`src/rtl/uart_pkg.sv`:
```
// Shared UART controller definitions: FSM state encodings and default sizing.
// Reused by both the RX- and TX-side controllers.
package uart_pkg;

  typedef logic [1:0] uart_state_t;

  localparam uart_state_t IDLE    = 2'd0;
  localparam uart_state_t ACK     = 2'd1;
  localparam uart_state_t HOLDOFF = 2'd2;

  localparam int DEFAULT_DEPTH       = 8;
  localparam int DEFAULT_ACK_TIMEOUT = 64;

endpackage

```
`src/rtl/uart_sync_fifo.sv`:
```
// Single-clock circular FIFO with show-ahead read data and registered occupancy.
// A push while full is accepted only when a pop happens in the same cycle.
module uart_sync_fifo #(
  parameter int WIDTH = 8,
  parameter int DEPTH = 8
) (
  input  logic                     clk,
  input  logic                     rst_n,
  input  logic                     push,
  input  logic                     pop,
  input  logic [WIDTH-1:0]         wdata,
  output logic [WIDTH-1:0]         rdata,
  output logic [$clog2(DEPTH):0]   count,
  output logic                     full,
  output logic                     empty
);

  localparam int AW = $clog2(DEPTH);
  localparam int CW = AW + 1;

  logic [WIDTH-1:0] mem_q [DEPTH];
  logic [WIDTH-1:0] mem_d [DEPTH];
  logic [AW-1:0]    wr_ptr_q, wr_ptr_d;
  logic [AW-1:0]    rd_ptr_q, rd_ptr_d;
  logic [CW-1:0]    count_q, count_d;
  logic             do_push_s;
  logic             do_pop_s;

  assign empty = (count_q == CW'(0));
  assign full  = (count_q == CW'(DEPTH));
  assign count = count_q;
  assign rdata = mem_q[rd_ptr_q];

  // Next pointers, occupancy and storage for accepted push/pop.
  always_comb begin
    do_pop_s  = pop && !empty;
    do_push_s = push && (!full || do_pop_s);
    mem_d     = mem_q;
    wr_ptr_d  = wr_ptr_q;
    rd_ptr_d  = rd_ptr_q;
    count_d   = count_q;
    if (do_push_s) begin
      mem_d[wr_ptr_q] = wdata;
      wr_ptr_d        = wr_ptr_q + AW'(1);
    end else begin
      wr_ptr_d = wr_ptr_q;
    end
    if (do_pop_s) begin
      rd_ptr_d = rd_ptr_q + AW'(1);
    end else begin
      rd_ptr_d = rd_ptr_q;
    end
    case ({do_push_s, do_pop_s})
      2'b10:   count_d = count_q + CW'(1);
      2'b01:   count_d = count_q - CW'(1);
      default: count_d = count_q;
    endcase
  end

  // FIFO state registers; contents cleared on reset so the head reads 0.
  always_ff @(posedge clk or negedge rst_n) begin
    if (!rst_n) begin
      for (int i = 0; i < DEPTH; i++) begin
        mem_q[i] <= '0;
      end
      wr_ptr_q <= '0;
      rd_ptr_q <= '0;
      count_q  <= '0;
    end else begin
      mem_q    <= mem_d;
      wr_ptr_q <= wr_ptr_d;
      rd_ptr_q <= rd_ptr_d;
      count_q  <= count_d;
    end
  end

endmodule

```
`src/rtl/uart_rx_ctrl.sv`:
```
// UART receive controller: acknowledges the Receiver's byte-complete flag,
// queues each byte in a FIFO and reports overrun / stuck-handshake errors.
module uart_rx_ctrl
  import uart_pkg::*;
#(
  parameter int DEPTH       = DEFAULT_DEPTH,
  parameter int ACK_TIMEOUT = DEFAULT_ACK_TIMEOUT
) (
  input  logic                     rx_clk,
  input  logic                     reset_n,
  input  logic                     rx_complete_flag,
  input  logic [7:0]               rx_data,
  output logic                     rx_complete_del_flag,
  output logic [7:0]               out_data,
  output logic                     out_valid,
  input  logic                     out_ready,
  output logic [$clog2(DEPTH):0]   fifo_count,
  output logic                     overrun_flag,
  output logic                     ack_timeout_err,
  input  logic                     err_clr
);

  localparam int TW = $clog2(ACK_TIMEOUT + 1);

  uart_state_t   state_q, state_d;
  logic [TW-1:0] timer_q, timer_d;
  logic          ack_q, ack_d;
  logic          ovr_q, ovr_d;
  logic          tmo_q, tmo_d;
  logic          push_s;
  logic          pop_s;
  logic          ovr_set_s;
  logic          tmo_set_s;
  logic          timer_max_s;
  logic          full_s;
  logic          empty_s;

  assign pop_s       = out_ready && !empty_s;
  assign timer_max_s = (timer_q == TW'(ACK_TIMEOUT - 1));

  uart_sync_fifo #(
    .WIDTH (8),
    .DEPTH (DEPTH)
  ) u_fifo (
    .clk   (rx_clk),
    .rst_n (reset_n),
    .push  (push_s),
    .pop   (out_ready),
    .wdata (rx_data),
    .rdata (out_data),
    .count (fifo_count),
    .full  (full_s),
    .empty (empty_s)
  );

  assign out_valid            = !empty_s;
  assign rx_complete_del_flag = ack_q;
  assign overrun_flag         = ovr_q;
  assign ack_timeout_err      = tmo_q;

  // Handshake state and status registers.
  always_ff @(posedge rx_clk or negedge reset_n) begin
    if (!reset_n) begin
      state_q <= IDLE;
      timer_q <= '0;
      ack_q   <= 1'b0;
      ovr_q   <= 1'b0;
      tmo_q   <= 1'b0;
    end else begin
      state_q <= state_d;
      timer_q <= timer_d;
      ack_q   <= ack_d;
      ovr_q   <= ovr_d;
      tmo_q   <= tmo_d;
    end
  end

  // Next-state decode of the acknowledge handshake.
  always_comb begin
    state_d = state_q;
    case (state_q)
      IDLE: begin
        if (rx_complete_flag) begin
          state_d = ACK;
        end else begin
          state_d = IDLE;
        end
      end
      ACK: begin
        if (!rx_complete_flag) begin
          state_d = IDLE;
        end else if (timer_max_s) begin
          state_d = HOLDOFF;
        end else begin
          state_d = ACK;
        end
      end
      HOLDOFF: begin
        if (!rx_complete_flag) begin
          state_d = IDLE;
        end else begin
          state_d = HOLDOFF;
        end
      end
      default: state_d = IDLE;
    endcase
  end

  // Push/overrun/timeout events, timer and sticky-flag updates.
  always_comb begin
    push_s    = 1'b0;
    ovr_set_s = 1'b0;
    tmo_set_s = 1'b0;
    timer_d   = '0;
    case (state_q)
      IDLE: begin
        if (rx_complete_flag && (!full_s || pop_s)) begin
          push_s = 1'b1;
        end else if (rx_complete_flag) begin
          ovr_set_s = 1'b1;
        end else begin
          push_s = 1'b0;
        end
      end
      ACK: begin
        if (rx_complete_flag && timer_max_s) begin
          tmo_set_s = 1'b1;
        end else if (rx_complete_flag) begin
          timer_d = timer_q + TW'(1);
        end else begin
          timer_d = '0;
        end
      end
      HOLDOFF: timer_d = '0;
      default: timer_d = '0;
    endcase

    ack_d = (state_d == ACK);

    // A set event in the same cycle as err_clr keeps the flag set.
    if (ovr_set_s) begin
      ovr_d = 1'b1;
    end else if (err_clr) begin
      ovr_d = 1'b0;
    end else begin
      ovr_d = ovr_q;
    end
    if (tmo_set_s) begin
      tmo_d = 1'b1;
    end else if (err_clr) begin
      tmo_d = 1'b0;
    end else begin
      tmo_d = tmo_q;
    end
  end

endmodule

```
`config.mk`:
```
export PLATFORM = sky130hd
export DESIGN_NAME = uart_rx_ctrl
export DESIGN_NICKNAME = d
export VERILOG_FILES = /design/src/rtl/uart_pkg.sv /design/src/rtl/uart_sync_fifo.sv /design/src/rtl/uart_rx_ctrl.sv
export SDC_FILE = /design/constraint.sdc
export NUM_CORES = 1
export LEC_CHECK = 0
export CAP_MARGIN = 20
export CORE_AREA = 2 2 92 94
export CTS_CLUSTER_DIAMETER = 40
export DETAILED_ROUTE_END_ITERATION = 8
export DIE_AREA = 0 0 94 96
export HOLD_SLACK_MARGIN = 0.1
export PLACE_DENSITY = 0.77
export SLEW_MARGIN = 20
export SYNTH_ARGS = -nofsm -noshare
export SYNTH_HDL_FRONTEND = slang
export SYNTH_SLANG_ARGS = --single-unit
```
`constraint.sdc`:
```
create_clock -name rx_clk -period 3 [get_ports rx_clk]
set_clock_uncertainty 0.15 [all_clocks]
set_input_delay 0.75 -clock rx_clk [delete_from_list [all_inputs] [get_ports rx_clk]]
set_output_delay 0.75 -clock rx_clk [all_outputs]
set_load 0.005 [all_outputs]
```
# Yosys cells after proc, flatten, opt, wreduce, memory -nomap -nowiden
# Cells that the tools add are included.
[word_totals] elab_cells=71 in_bits=13 output_inout_bits=16 ff_bits=86
[op_classes] bitwise=2 addsub=5 n_reduce_logical=13 muxes=25 n_eq_ne=7 order_cmp=3
[ops] operator="64-bit bitwise mux" n=1
[ops] operator="8-bit binary-select mux with 3-bit select" n=1
[ops] operator="8-bit demux with 3-bit select" n=1
[ops] operator="8-bit two-way mux" n=3
[ops] operator="7-bit two-way mux" n=3
[ops] operator="1-bit two-way mux" n=11
[ops] operator="4-bit >= comparator (second input constant)" n=2
[ops] operator="3-bit inverter with 4-bit output" n=2
[ops] operator="4-bit case mux with 2 select lines" n=1
[ops] operator="7-bit by 1-bit adder with 7-bit output (second input constant)" n=1
[ops] operator="7-bit by 6-bit equality test with 1-bit output (second input constant)" n=1
[ops] operator="3-bit by 1-bit adder with 3-bit output (second input constant)" n=2
[ops] operator="2-bit by 1-bit equality test with 1-bit output (second input constant)" n=3
[ops] operator="2-bit two-way mux" n=3
[ops] operator="2-bit case mux with 3 select lines" n=1
[ops] operator="2-bit nonzero test" n=3
[ops] operator="1-bit logical AND" n=5
[ops] operator="4-bit by 1-bit adder with 4-bit output (second input constant)" n=1
[ops] operator="2-bit equality test (second input constant)" n=2
[ops] operator="4-bit equality test (second input constant)" n=1
[ops] operator="4-bit logical NOT" n=1
[ops] operator="4-bit by 1-bit < comparator with 1-bit output (second input constant)" n=1
[ops] operator="4-bit by 1-bit subtractor with 4-bit output (second input constant)" n=1
[ops] operator="1-bit logical NOT" n=2
[ops] operator="other kinds (2)" n=2

# Depth between registers and ports, before layout
[logic_depth] depth_word=10 mapped_depth=9 depth_no_buf=8

# Hierarchy
# A second synthesis with hierarchy kept.
[unflattened] hier_cells=275 hier_area_um2=4108.9
[by_module_without_submodules] module="uart_sync_fifo" instances=1 cells_per_inst=229 seq_area_each_um2=1851.8 area_each_um2=3592.2
[by_module_without_submodules] module="uart_rx_ctrl" instances=1 cells_per_inst=46 seq_area_each_um2=300.3 area_each_um2=516.7

# Worst setup path before layout
# Ideal clock, no wire load.
[synth_path] path_kind="input port to flip-flop" from="in rx_complete_flag" to="reg u_fifo.count_q[3], in the netlist u_fifo.count[3]" t_arrival_ns=2.956 path_stages=9 setup_time_ns=0.134 n_path_buf=1 required_time_ns=2.716 slack_ns=-0.240 cell_sequence="or3b_1 -> buf_6 -> a21oi_1 -> inv_1 -> ha_1 -> ha_1 -> or4b_2 -> o311ai_0 -> o211ai_1"
[synth_between] elab_chain_cells=6 word_cells_on_any_way=8 cone_classes="eq/ne: 2; mux: 3; reduce/logical: 3"
[synth_rtl] element="start: declaration" line_no="uart_rx_ctrl.sv:11" text="input logic rx_complete_flag,"
[synth_rtl] element="1-bit logical AND (*)" line_no="uart_rx_ctrl.sv:117" text="if (rx_complete_flag && (!full_s || pop_s)) begin"
[synth_rtl] element="1-bit two-way mux (*)" line_no="uart_rx_ctrl.sv:117"
[synth_rtl] element="1-bit two-way mux (*)" line_no="uart_rx_ctrl.sv:115" text="case (state_q)"
[synth_rtl] element="1-bit logical AND (*)" line_no="uart_sync_fifo.sv:37" text="do_push_s = push && (!full || do_pop_s);"
[synth_rtl] element="2-bit by 1-bit equality test with 1-bit output or 2-bit equality test (tied branches)" line_no="uart_sync_fifo.sv:53" text="case ({do_push_s, do_pop_s})"
[synth_rtl] element="4-bit case mux with 2 select lines or 2-bit nonzero test (tied branches)"
[synth_rtl] element="end signal: assignment" line_no="uart_sync_fifo.sv:73" text="count_q <= count_d;"
[synth_rtl] element="end: declaration" line_no="uart_sync_fifo.sv:25" text="logic [CW-1:0] count_q, count_d;"
# Every way passes the cells marked *; elsewhere a longest branch is shown, timed or not.
# A chain may end at the register's enable or synchronous reset.

# Worst setup path after layout
[layout_path] from="reg u_fifo.rd_ptr_q[0]" to="out out_data[4]"
[layout_between] elab_chain_cells=4
[layout_rtl] element="start: declaration" line_no="uart_sync_fifo.sv:24" text="logic [AW-1:0] rd_ptr_q, rd_ptr_d;"
[layout_rtl] element="start signal: assignment" line_no="uart_sync_fifo.sv:72" text="rd_ptr_q <= rd_ptr_d;"
[layout_rtl] element="3-bit inverter with 4-bit output (implied by the code)" line_no="uart_sync_fifo.sv:32" text="assign rdata = mem_q[rd_ptr_q];"
[layout_rtl] element="8-bit binary-select mux with 3-bit select" line_no="uart_sync_fifo.sv:32"
[layout_rtl] element="8-bit two-way mux (implied by the code) (2 in a row)" line_no="uart_sync_fifo.sv:32"
[layout_rtl] element="end: declaration" line_no="uart_rx_ctrl.sv:14" text="output logic [7:0] out_data,"
# Every way passes these cells. The select of a mux whose other input is x is not followed.

==> results by stage <==
STA:
- The total of endpoints with negative setup slack in the final report is 0.
- Measured against its own limit, the worst slew margin works out to 40.5%.
- Setup repair after global routing left no endpoint under its margin.
- The final critical delay including setup and external delays is 2.89 ns.
- The top achievable clock speed is 346 MHz.
- The final-report max-slew violation count is 0.
- The measured slew at the worst slew-check pin is 0.882 ns.
- Hold is met by 0.157 ns.
- The count of endpoints failing hold in the final timing report came to 0.
- The final worst-path cycle share is 96.2%.

Place:
- The half-perimeter wire length of the detailed placement result is 5.25 mm.
- The number of buffers added on ports is 28.
- The final estimated routing congestion in global placement is 0.786.
- The placed instance count is 432.

Finish:
- The area taken by flip-flops and latches is 2150 um2.
- In the final design database the tool counted 363 nets.
- The share of the core filled with cells in the final layout is 62.9%.
- The layout-stage area growth over the synthesis result is 22.3%.
- After the flow finishes, the layout carries non-filler instances totaling 452.
- The multi-input combinational cell area is 1920 um2.
- The share of final-layout standard cells stronger than drive strength 1 is 46.4%.
- The number of antenna cells inserted is 0.
- After filler insertion, the fill cell instance count of the layout stands at 604.

Global routing:
- The overall overflow remaining after global route is 0.
- The global-route wire length before repair is 13.6 mm.
- The number of global-route vias before repair came to 2,639.
- In the global route stage, overall resource usage came out at 20.3%.
- Entering global routing, the biggest net connects 60 pins.
- The initial antenna violation count is 0.

Logic synthesis:
- Counting flops with a built-in enable in the synthesized netlist gives 0.
- Among all flip-flop cells after synthesis, the most frequent one is sky130_fd_sc_hd__dfrtp_1.
- The netlist uses 42 different library cells.
- Sequential cells were found to cover 51.9% of the synthesized design area.
- Synthesis produced a netlist with a net count of 303.
- Yosys attributes the largest share of cell area to sky130_fd_sc_hd__dfrtp_1, sky130_fd_sc_hd__mux2_2, sky130_fd_sc_hd__mux4_2.
- Synthesis produced a netlist whose cell count is 283.
- The portion of synthesized cell area occupied by the leading cell type is 51.9%.
- Yosys instantiated no cell more often than sky130_fd_sc_hd__dfrtp_1.
- The average size of a mapped cell is 14.6 um2.
- The fraction of registers with async set or reset after synthesis is 100%.
- The Yosys step of the flow raised 0 warnings.
- The synthesized design spends more area on one cell type than any other, namely sky130_fd_sc_hd__dfrtp_1.
- In this run, synthesis produced a sequential element count of 86.
- Sorting the synthesized cells by how often they occur yields sky130_fd_sc_hd__dfrtp_1, sky130_fd_sc_hd__mux2_2, sky130_fd_sc_hd__mux4_2.
- The post-synth design cell area is 4140 um2.

Die:
- The horizontal die dimension is 94 um.
- The floorplan has 33 rows.
- The initial utilization of the core area, before any placement, comes to 51.5%.
- The placeable core region is 8050 um2.
- Pin placement for this block handled 29 I/O pins.
- The chip height is 96 um.
- The area of the die is 9020 um2.

Pwr:
- Across the VDD grid, the largest voltage drop is 0.428 mV.
- For this design the static power due to leakage is 0.00217 uW.
- Dividing total power by cell area gives a power density of 1010 nW/um2.

Worst setup path:
- Along the worst path, the maximum fanout reaches 5.
- The kind of start point of the critical path is a flop.
- By startpoint and endpoint, the worst setup path is classified as reg -> out.
- STA classifies the critical path endpoint as an output pin.
- For the worst setup path, the data arrival time is 1.99 ns.
- The data required time of the worst path is 2.10 ns.

Detailed routing:
- The residual antenna-violating net count after detailed routing is 0.
- After detailed routing, the number of vias per cell comes to 5.65.
- The number of iterations in the first detailed-routing pass is 4.
- The wire length reported by the detailed router is 8.33 mm.
- Dividing the detail-routed wire length by the instance count gives 18.4 um.
- The post-detailed-route DRC marker count is 0.
- The initial DRC count is 109.
- The routed layout has 2,556 vias.

Clocking:
- The number of clock sinks is 86.
- In this run the clock root is driven by a sky130_fd_sc_hd__clkbuf_8.
- The clock tree synthesis step divided the H-tree into 3 levels.
- The number of clock buffers added by TritonCTS is 9.
- The longest clock path from root to sink contains 2 buffers.
- TritonCTS built the clock tree.
- At the later pin of the worst-skew pair, clock insertion delay measures 0.35 ns.
- The register clock-pin slew on the reported worst setup and hold paths is 0.09 ns.
- For this design, the CTS-stage hold fixing added 0 buffers.

Worst hold path:
- The class of the tightest hold or removal check is in -> async.

Status:
- The run finished with clean final reports.

Run:
- Across the run, the number of max-cap violations was 0.
[through the flow]
step / setup WS (ns) / setup TNS [ns] / total power [uW] / cell area (um2)
finish: 0.114 / 0 / 5140 / 5070
global route: 0.0121 / 0 / 5480 / 5070
CTS: -0.0140 / -0.0274 / 5160 / 5060
detailed placement: -0.364 / -0.617 / 4140 / 4740
global placement: -0.352 / -0.485 / 4060 / 4740
floorplan: 0.0140 / 0 / 3370 / 4170
[cells by family after synthesis]
| logic type | after synthesis | synth area share, % |
|---|---|---|
| buf+inv | 24 | 3.26 |
| flops | 86 | 51.9 |
| mux | 91 | 29.1 |
| compound gates | 26 | 5.86 |
| simple gates | 40 | 5.65 |
| fa+ha+maj | 7 | 2.30 |
| xor+xnor | 9 | 1.90 |
[registers in the layout, summed over array words and instances, names as in the netlist]
register	flops
ack_timeout_err	1
overrun_flag	1
rx_complete_del_flag	1
state_q	2
timer_q	7
u_fifo.count	4
u_fifo.mem_q	64
u_fifo.rd_ptr_q	3
u_fifo.wr_ptr_q	3
[worst max-delay path: stages, from the launching register on]
cell and delay, ns:
sky130_fd_sc_hd__dfrtp_1 0.38, sky130_fd_sc_hd__buf_6 0.14, sky130_fd_sc_hd__buf_12 0.12, sky130_fd_sc_hd__mux4_2 0.50, sky130_fd_sc_hd__mux2_4 0.29, sky130_fd_sc_hd__clkdlybuf4s15_1 0.20
[report_power, final]
group | internal [uW] | leakage, uW | switching, uW
Combinational | 1440 | 0.000992 | 796
Clock | 489 | 0.000109 | 411
Sequential | 1650 | 0.00107 | 353
[per-layer routing]
| layer | wire (um) | global-route usage (%) | vias up | share of wire, % |
|---|---|---|---|---|
| met3 | 226 | 3.84 | 8 | 2.7 |
| met5 | 0 | 0 | - | 0 |
| li1 | - | - | 1164 | - |
| met2 | 4170 | 32.7 | 46 | 50 |
| met1 | 3840 | 28.0 | 1338 | 46 |
| met4 | 88 | 6.52 | 0 | 1.1 |
[area by class of cell]
cell class | instances | area share [%]
sequential | 86 | 42.5
multi-input combinational | 173 | 38.0
timing repair buffer | 63 | 11.9
clock buffer | 10 | 2.72
tap | 105 | 2.59
clock inverter | 5 | 1.60
inverter | 10 | 0.741
[timing repair]
item                                    in CTS  in global routing
endpoints found under the setup margin       8                  8
buffers inserted                             4                  1
gates resized for setup                     14                 14
cloned                                       2                  0
pin swaps                                    0                  2
[placed cells by master, fill, tap and decap left out, drive strengths merged, types with 7 or more instances in the layout]
| master | instances |
|---|---|
| buf | 36 |
| clkbuf | 10 |
| mux4 | 16 |
| nand2 | 8 |
| clkdlybuf4s50 | 19 |
| nand3 | 7 |
| dfrtp | 86 |
| mux2 | 75 |
| clkdlybuf4s15 | 7 |
| inv | 11 |
[path summary, 6_finish.rpt]
check	from	to	depth (start not counted)	slack, ns
max in group asynchronous	reset_n	u_fifo.mem_q[46]	2	1.90
min reg2reg	timer_q[0]	timer_q[0]	1	0.32
min in group rx_clk	timer_q[0]	timer_q[0]	1	0.32
max	u_fifo.rd_ptr_q[0]	out_data[4]	5	0.11
max reg2reg	u_fifo.count[1]	u_fifo.count[3]	9	0.42
min	reset_n	u_fifo.mem_q[53]	1	0.16
No activity file was read; power rests on OpenSTA's default activity.
